===== src/rtl/audio_adc_rx.sv =====
// Captures WM8731 I2S ADC frames into the system clock domain and tracks a windowed peak level.
// A frame appears a few clocks after its last right bit; while the held frame is unaccepted, new frames are dropped and flagged.
module audio_adc_rx #(
    parameter int DATA_WIDTH    = 16,
    parameter int SYNC_STAGES   = 2,
    parameter int WINDOW_FRAMES = 1024
) (
    input  logic                  clk_clk,
    input  logic                  reset_reset,
    input  logic                  audio_interface_ADCDAT,
    input  logic                  audio_interface_ADCLRCK,
    input  logic                  audio_interface_BCLK,
    output logic [DATA_WIDTH-1:0] sample_left,
    output logic [DATA_WIDTH-1:0] sample_right,
    output logic                  sample_valid,
    input  logic                  sample_ready,
    output logic                  overrun,
    input  logic                  overrun_clr,
    output logic [DATA_WIDTH-1:0] peak_level,
    output logic                  peak_valid
);
    localparam int CW = $clog2(DATA_WIDTH + 1);
    localparam int FW = (WINDOW_FRAMES > 1) ? $clog2(WINDOW_FRAMES) : 1;

    localparam logic [1:0] ST_ALIGN = 2'd0;
    localparam logic [1:0] ST_SKIP  = 2'd1;
    localparam logic [1:0] ST_SHIFT = 2'd2;
    localparam logic [1:0] ST_DONE  = 2'd3;

    logic [SYNC_STAGES-1:0] bclk_sr, lrck_sr, dat_sr;
    logic                   bclk_s, lrck_s, dat_s;
    logic                   bclk_prev, lrck_last;
    logic                   bclk_rise, boundary;
    logic [1:0]             state;
    logic                   chan;
    logic [CW-1:0]          bit_cnt;
    logic [DATA_WIDTH-1:0]  shreg, shreg_ins, left_hold;
    logic                   word_done, frame_done;
    logic [DATA_WIDTH-1:0]  word_val;
    logic [DATA_WIDTH-1:0]  peak_acc, peak_next, mag_l, mag_r;
    logic [FW-1:0]          frm_cnt;

    always_ff @(posedge clk_clk or posedge reset_reset) begin
        if (reset_reset) begin
            bclk_sr <= '0;
            lrck_sr <= '0;
            dat_sr  <= '0;
        end else begin
            bclk_sr <= {bclk_sr[SYNC_STAGES-2:0], audio_interface_BCLK};
            lrck_sr <= {lrck_sr[SYNC_STAGES-2:0], audio_interface_ADCLRCK};
            dat_sr  <= {dat_sr[SYNC_STAGES-2:0], audio_interface_ADCDAT};
        end
    end

    assign bclk_s    = bclk_sr[SYNC_STAGES-1];
    assign lrck_s    = lrck_sr[SYNC_STAGES-1];
    assign dat_s     = dat_sr[SYNC_STAGES-1];
    assign bclk_rise = bclk_s & ~bclk_prev;
    assign boundary  = bclk_rise & (lrck_s != lrck_last);

    // Bits land MSB-first at their final position, so a short word is already zero-filled.
    always_comb begin
        shreg_ins = shreg;
        for (int i = 0; i < DATA_WIDTH; i++) begin
            if (i == DATA_WIDTH - 1 - int'(bit_cnt)) shreg_ins[i] = dat_s;
        end
    end

    always_comb begin
        word_done = 1'b0;
        word_val  = shreg_ins;
        if (state == ST_SHIFT && bclk_rise) begin
            if (boundary) begin
                word_done = 1'b1;
                word_val  = shreg;
            end else if (bit_cnt == CW'(DATA_WIDTH - 1)) begin
                word_done = 1'b1;
            end
        end
    end

    assign frame_done = word_done & chan;

    always_ff @(posedge clk_clk or posedge reset_reset) begin
        if (reset_reset) begin
            bclk_prev <= 1'b0;
            lrck_last <= 1'b0;
            state     <= ST_ALIGN;
            chan      <= 1'b0;
            bit_cnt   <= '0;
            shreg     <= '0;
            left_hold <= '0;
        end else begin
            bclk_prev <= bclk_s;
            if (bclk_rise) lrck_last <= lrck_s;
            case (state)
                ST_ALIGN: if (boundary && !lrck_s) begin
                    state <= ST_SKIP;
                    chan  <= 1'b0;
                end
                ST_SKIP: begin
                    shreg   <= '0;
                    bit_cnt <= '0;
                    state   <= ST_SHIFT;
                end
                ST_SHIFT: if (bclk_rise) begin
                    if (boundary) begin
                        state <= ST_SKIP;
                        chan  <= lrck_s;
                    end else begin
                        shreg   <= shreg_ins;
                        bit_cnt <= bit_cnt + CW'(1);
                        if (bit_cnt == CW'(DATA_WIDTH - 1)) state <= ST_DONE;
                    end
                end
                ST_DONE: if (boundary) begin
                    state <= ST_SKIP;
                    chan  <= lrck_s;
                end
                default: state <= ST_ALIGN;
            endcase
            if (word_done && !chan) left_hold <= word_val;
        end
    end

    // The most negative code has no positive twin; clamp it to full scale.
    function automatic logic [DATA_WIDTH-1:0] mag(input logic [DATA_WIDTH-1:0] x);
        if (!x[DATA_WIDTH-1]) return x;
        if (x == {1'b1, {(DATA_WIDTH-1){1'b0}}}) return {1'b0, {(DATA_WIDTH-1){1'b1}}};
        return -x;
    endfunction

    always_comb begin
        mag_l     = mag(left_hold);
        mag_r     = mag(word_val);
        peak_next = peak_acc;
        if (mag_l > peak_next) peak_next = mag_l;
        if (mag_r > peak_next) peak_next = mag_r;
    end

    always_ff @(posedge clk_clk or posedge reset_reset) begin
        if (reset_reset) begin
            sample_left  <= '0;
            sample_right <= '0;
            sample_valid <= 1'b0;
            overrun      <= 1'b0;
            peak_level   <= '0;
            peak_valid   <= 1'b0;
            peak_acc     <= '0;
            frm_cnt      <= '0;
        end else begin
            if (frame_done && (!sample_valid || sample_ready)) begin
                sample_left  <= left_hold;
                sample_right <= word_val;
                sample_valid <= 1'b1;
            end else if (sample_valid && sample_ready) begin
                sample_valid <= 1'b0;
            end

            if (frame_done && sample_valid && !sample_ready) overrun <= 1'b1;
            else if (overrun_clr) overrun <= 1'b0;

            // Dropped frames still count toward the loudness window.
            peak_valid <= 1'b0;
            if (frame_done) begin
                if (frm_cnt == FW'(WINDOW_FRAMES - 1)) begin
                    peak_level <= peak_next;
                    peak_valid <= 1'b1;
                    peak_acc   <= '0;
                    frm_cnt    <= '0;
                end else begin
                    peak_acc <= peak_next;
                    frm_cnt  <= frm_cnt + FW'(1);
                end
            end
        end
    end
endmodule


===== config.mk =====
export PLATFORM = sky130hd
export DESIGN_NAME = audio_adc_rx
export DESIGN_NICKNAME = d
export VERILOG_FILES = /design/src/rtl/audio_adc_rx.sv
export SDC_FILE = /design/constraint.sdc
export NUM_CORES = 1
export LEC_CHECK = 0
export CAP_MARGIN = 30
export CORE_ASPECT_RATIO = 1.2
export CORE_MARGIN = 1
export CORE_UTILIZATION = 50
export CTS_CLUSTER_SIZE = 8
export DETAILED_ROUTE_END_ITERATION = 8
export GPL_ROUTABILITY_DRIVEN = 0
export PLACE_DENSITY = 0.77
export REMOVE_ABC_BUFFERS = 1
export SLEW_MARGIN = 20
export SYNTH_ARGS = -nofsm -noshare
export SYNTH_HDL_FRONTEND = slang
export SYNTH_SLANG_ARGS = --single-unit
export TNS_END_PERCENT = 30

===== constraint.sdc =====
create_clock -name clk_clk -period 11.4 [get_ports clk_clk]
set_input_delay 2.28 -clock clk_clk [delete_from_list [all_inputs] [get_ports clk_clk]]
set_output_delay 2.28 -clock clk_clk [all_outputs]
set_load 0.01 [all_outputs]

# Yosys cells after proc, flatten, opt, wreduce, memory -nomap -nowiden
# Index checks and enable logic that the tools add are counted.
[totals] word_cells=138 reg_bits=125
[classes] add_sub_neg=5 n_eq_ne=28 muxes=58 n_lt_le_gt_ge=2 bitwise_logic=4 reduce_logical=23
[op_table] op="two-way mux 16 bit" count=14
[op_table] op="== test 5 x 6 -> 1 bit (first input constant)" count=8
[op_table] op="== test 16 bit (second input constant)" count=2
[op_table] op="greater-than comparator 16 bit" count=2
[op_table] op="zero test 32 bit" count=1
[op_table] op="two-way mux 1 bit" count=32
[op_table] op="negation 16 bit" count=2
[op_table] op="case mux 16 bit (2 select lines)" count=1
[op_table] op="== test 4 x 6 -> 1 bit (first input constant)" count=4
[op_table] op="== test 3 x 6 -> 1 bit (first input constant)" count=2
[op_table] op="adder 10 x 1 -> 10 bit (second input constant)" count=1
[op_table] op="== test 10 bit (second input constant)" count=1
[op_table] op="two-way mux 10 bit" count=1
[op_table] op="two-way mux 2 bit" count=5
[op_table] op="two-way mux 5 bit" count=2
[op_table] op="case mux 5 bit (2 select lines)" count=1
[op_table] op="!= test 2 bit (second input constant)" count=4
[op_table] op="case mux 2 bit (4 select lines)" count=1
[op_table] op="logical AND 1 bit" count=7
[op_table] op="== test 2 x 6 -> 1 bit (first input constant)" count=1
[op_table] op="AND reduction 3 bit" count=2
[op_table] op="nonzero test 2 bit" count=3
[op_table] op="subtractor 4 x 5 -> 6 bit (first input constant)" count=1
[op_table] op="adder 5 x 1 -> 5 bit (second input constant)" count=1
[op_table] op="14 further kinds" count=21

# Depth between registers and ports, before layout
[depth] word_depth=13 mapped_depth=26

# Least setup slack after synthesis
# No wires, ideal clock.
[synth_path] path_kind="reg2reg" from="reg left_hold[10]" to="reg peak_level[8]" required_ps=11316 stages_incl_launch_ff=23 setup_ps=84 path_buffers=3 t_arrival_ps=5673 slack_ps=5644 cell_sequence="dfrtp_1 or4_1 or4b_1 nor3_1 nor2_1 mux2i_1 ha_1 nand4_1 nor4_1 a211oi_1 a21oi_1 buf_2 buf_1 mux2i_1 ha_1 and4_1 and4_1 o21ai_0 a21oi_1 o31ai_1 clkbuf_1 mux2_2 o21ai_0"
[synth_via] elab_chain_len=9 word_cells_on_any_way=12 cone_classes="add/sub (1); order compare (2); eq/ne (1); mux (8)"
[synth_lines] element="from (decl)" line="37" rtl="logic [DATA_WIDTH-1:0] shreg, shreg_ins, left_hold;"
[synth_lines] element="from (signal assigned)" line="122" rtl="if (word_done && !chan) left_hold <= word_val;"
[synth_lines] element="branches (longest 4 deep; another with negation 16 bit)"
[synth_lines] element="two-way mux 16 bit (*)" line="129" rtl="if (x == {1'b1, {(DATA_WIDTH-1){1'b0}}}) return {1'b0, {(DATA_WIDTH-1){1'b1}}};"
[synth_lines] element="greater-than comparator 16 bit" line="137" rtl="if (mag_l > peak_next) peak_next = mag_l;"
[synth_lines] element="two-way mux 16 bit (*)" line="137"
[synth_lines] element="greater-than comparator 16 bit" line="138" rtl="if (mag_r > peak_next) peak_next = mag_r;"
[synth_lines] element="two-way mux 16 bit (*)" line="138"
[synth_lines] element="to (signal assigned)" line="167" rtl="peak_level <= peak_next;"
[synth_lines] element="to (decl)" line="19" rtl="output logic [DATA_WIDTH-1:0] peak_level,"
# Every way passes the cells marked *. The select of a mux whose other input is x is not followed.
# A chain may end at the register's enable or synchronous reset.

# Worst setup path after layout
[layout_path] from="reg left_hold[10]" to="reg peak_level[12]"
# The elaborated chain is that of the path after synthesis.

==> flow_metrics.env <==
export IMPL_ir_drop_uv=129
export IMPL_diodes=0
export IMPL_yosysTopAreaCellShare_pct=40.9
export IMPL_nNetsFinal=934
export IMPL_crit_arrival_ps=6840
export IMPL_wl_mm=20.0
export IMPL_p_sw_mw=0.740
export IMPL_via_count=6486
export IMPL_first_pass_iters=5
export IMPL_grt_pass1_wl_mm=32.8
export IMPL_synth_seq_cells=125
export IMPL_wire_per_inst_um=18.2
export IMPL_maxCapViolations=0
export IMPL_post_cts_buffers=0
export IMPL_fin_crit_ps=6500
export IMPL_die_area_um2=15800
export IMPL_grt_max_degree=69
export IMPL_slew_violations=0
export IMPL_synth_edff_count=0
export IMPL_antenna_found_initial=0
export IMPL_start_util_pct=51.2
export IMPL_relSlewSlack_pct=39.3
export IMPL_leakagePower_nw=4.09
export IMPL_finalHoldViolations=0
export IMPL_cts_resized=0
export IMPL_fmax_ghz=0.154
export IMPL_clk_latency_ps=430
export IMPL_synthCells=840
export IMPL_tritoncts="built"
export IMPL_pwr_share_comb_pct=45.0
export IMPL_num_rows=49
export IMPL_ys_warn_count=0
export IMPL_place_hpwl_mm=14.2
export IMPL_cp_required_ps=11740
export IMPL_final_common_cell="nand2_1"
export IMPL_critPathKind="register to register"
export IMPL_finClkSkew_ps=5.36
export IMPL_initialDrtViolationCount=515
export IMPL_grt_pass1_vias=6367
export IMPL_ios=58
export IMPL_yosys_area_top_type="dfrtp_1"
export IMPL_ant_nets=0
export IMPL_syn_mean_instance_area_um2=9.11
export IMPL_p_total_mw=1.90
export IMPL_min_period_over_period_pct=57.0
export IMPL_cts_made_buffers=17
export IMPL_netlist_area_um2=7650
export IMPL_hold_buffers=0
export IMPL_status="completed"
export IMPL_cp_end_kind="register"
export IMPL_tns_ps=0
export IMPL_synthArstFlopShare_pct=100
export IMPL_power_internal_mw=1.16
export IMPL_grt_overflow_total=0
export IMPL_vias_per_cell=5.90
export IMPL_ys_flop_type="dfrtp_1"
export IMPL_ys_seq_area_share_pct=40.9
export IMPL_tightest_slew_ps=885
export IMPL_synth_cell_types=77
export IMPL_cts_max_level=4
export IMPL_grt_total_usage_pct=27.3
export IMPL_p_seq_share_pct=25.7
export IMPL_layout_common_cells="nand2_1 (127), dfrtp_1 (125), o21ai_0 (97)"
export IMPL_die_w_um=115
export IMPL_hold_path_class="register to register"
export IMPL_cp_start_kind="register"
export IMPL_cts_root_buffer="clkbuf_16"
export IMPL_p_per_area_nw_per_um2=211
export IMPL_port_buffers=57
export IMPL_rsz0062_at_grt="no"
export IMPL_area_growth_synth_to_final_pct=17.5
export IMPL_clk_path_buf_depth=2
export IMPL_synth_area_leaders="dfrtp_1 (41%), ha_1 (7.2%), o21ai_0 (6.3%), nand2_1 (6.2%), mux2i_1 (4.7%)"
export IMPL_sw_frac_of_total_pct=39.1
export IMPL_die_h_um=138
export IMPL_cts_sinks=125
export IMPL_drive_gt1_share_pct=9.04
export IMPL_core_area_um2=15000
export IMPL_setup_violations=0
export IMPL_path_max_fanout=10
export IMPL_pwr_share_clk_pct=29.3
export IMPL_drc_errors=0
export IMPL_clk_pin_slew_ps=50
-- registers in the layout, summed over array words and instances (netlist names), 2 cells and up --
| signal | cells |
|---|---|
| state | 2 |
| dat_sr | 2 |
| bclk_sr | 2 |
| peak_level | 16 |
| peak_acc | 16 |
| sample_left | 16 |
| lrck_sr | 2 |
| left_hold | 16 |
| sample_right | 16 |
| bit_cnt | 5 |
| frm_cnt | 10 |
| shreg | 16 |
-- worst paths after layout --
| kind | startpoint | end | slack [ps] | cells past startpoint |
|---|---|---|---|---|
| worst max register to register | left_hold[10] | peak_level[12] | 4900 | 21 |
| worst max-delay path | left_hold[10] | peak_level[12] | 4900 | 21 |
| worst min-delay path | bclk_sr[0] | bclk_sr[1] | 350 | 0 |
| min in group asynchronous | reset_reset | sample_right[13] | 2320 | 2 |
| max in group asynchronous | reset_reset | peak_level[12] | 8040 | 4 |
| worst min register to register | bclk_sr[0] | bclk_sr[1] | 350 | 0 |
-- area by class of cell --
type / instances / area, um2
fillers: 1302 / 5970
clock inverters: 7 / 110
flip-flops and latches: 125 / 3130
clock buffers: 25 / 485
inverters: 43 / 164
repair buffers: 66 / 662
well taps: 204 / 255
multi-input cells: 630 / 4190
-- power by group through the flow --
| stage | Sequential (mW) | Combinational (mW) | Clock [mW] |
|---|---|---|---|
| detailed placement | 0.494 | 0.832 | 0 |
| CTS | 0.486 | 0.838 | 0.561 |
| global route | 0.490 | 0.932 | 0.584 |
| global placement | 0.493 | 0.806 | 0 |
| finish | 0.487 | 0.853 | 0.555 |
| floorplan | 0.486 | 0.612 | 0 |
-- routing by layer --
layer  vias to the layer above  routed length (um)  track usage (%)
met1                      3095                8340             34.0
met4                         0                 910             15.5
met2                       226                9720             44.6
met5                         -                   0                0
li1                       3104                   -                -
met3                        61                1070             5.15
-- kinds of logic (layout without fill, tap and decap cells) --
family          Yosys count  after routing  share of synthesized area, %
compound gates          230            230                          18.9
xor+xnor                 27             27                          3.19
fa+ha+maj                44             44                          7.19
buf+inv                  85            141                          4.59
flops                   125            125                          40.9
mux                      61             61                          8.42
simple gates            268            268                          16.9
-- Yosys cell counts, types with 4 or more instances --
master    number
nand2_1      127
o31ai_1        7
o22ai_1       10
and2_1         8
a22o_1         9
ha_1          44
o211ai_1       6
clkbuf_1      31
mux2i_1       36
a31oi_1        6
o21ai_0       97
o21a_1         4
nor2_1        49
nor2b_1        4
mux2_2        24
inv_1         43
a32o_1         4
a21oi_1       40
nand3_1       17
nand2b_1       7
dfrtp_1      125
xor2_1        17
xnor2_1        9
nand4_1        9
nor3_1        12
or3_1          6
buf_2          5
nor4bb_1       4
a21o_1         5
a211oi_1       4
-- stage by stage --
| stage | hold slack (ps) | std cells | util (%) | worst slack (ps) | instance area [um2] |
|---|---|---|---|---|---|
| after floorplan | 331 | 798 | - | 4110 | 7460 |
| after global placement | 335 | 1066 | 55.9 | 5000 | 8360 |
| after detailed placement | 338 | 1067 | 55.9 | 5030 | 8370 |
| after CTS | 350 | 1099 | 59.9 | 4980 | 8960 |
| after global routing | 357 | 1100 | 60.1 | 4450 | 8990 |
| final | 347 | 1100 | 60.1 | 4900 | 8990 |
-- critical path, stage by stage (launching register included) --
cell and delay, ps:
dfrtp_1 440, or4_1 580, or4b_1 520, nor3_1 370, nor2_1 70, mux2i_1 250
ha_1 210, nand4_1 100, nor4_1 450, a211oi_1 160, a21oi_2 550, buf_6 260
mux2_2 360, inv_1 70, ha_1 230, and2_1 150, and4_1 200, a32oi_1 300
o31a_1 550, o2111ai_1 210, o21a_1 220, o21ai_1 160
No activity file was read; power rests on OpenSTA's default activity.
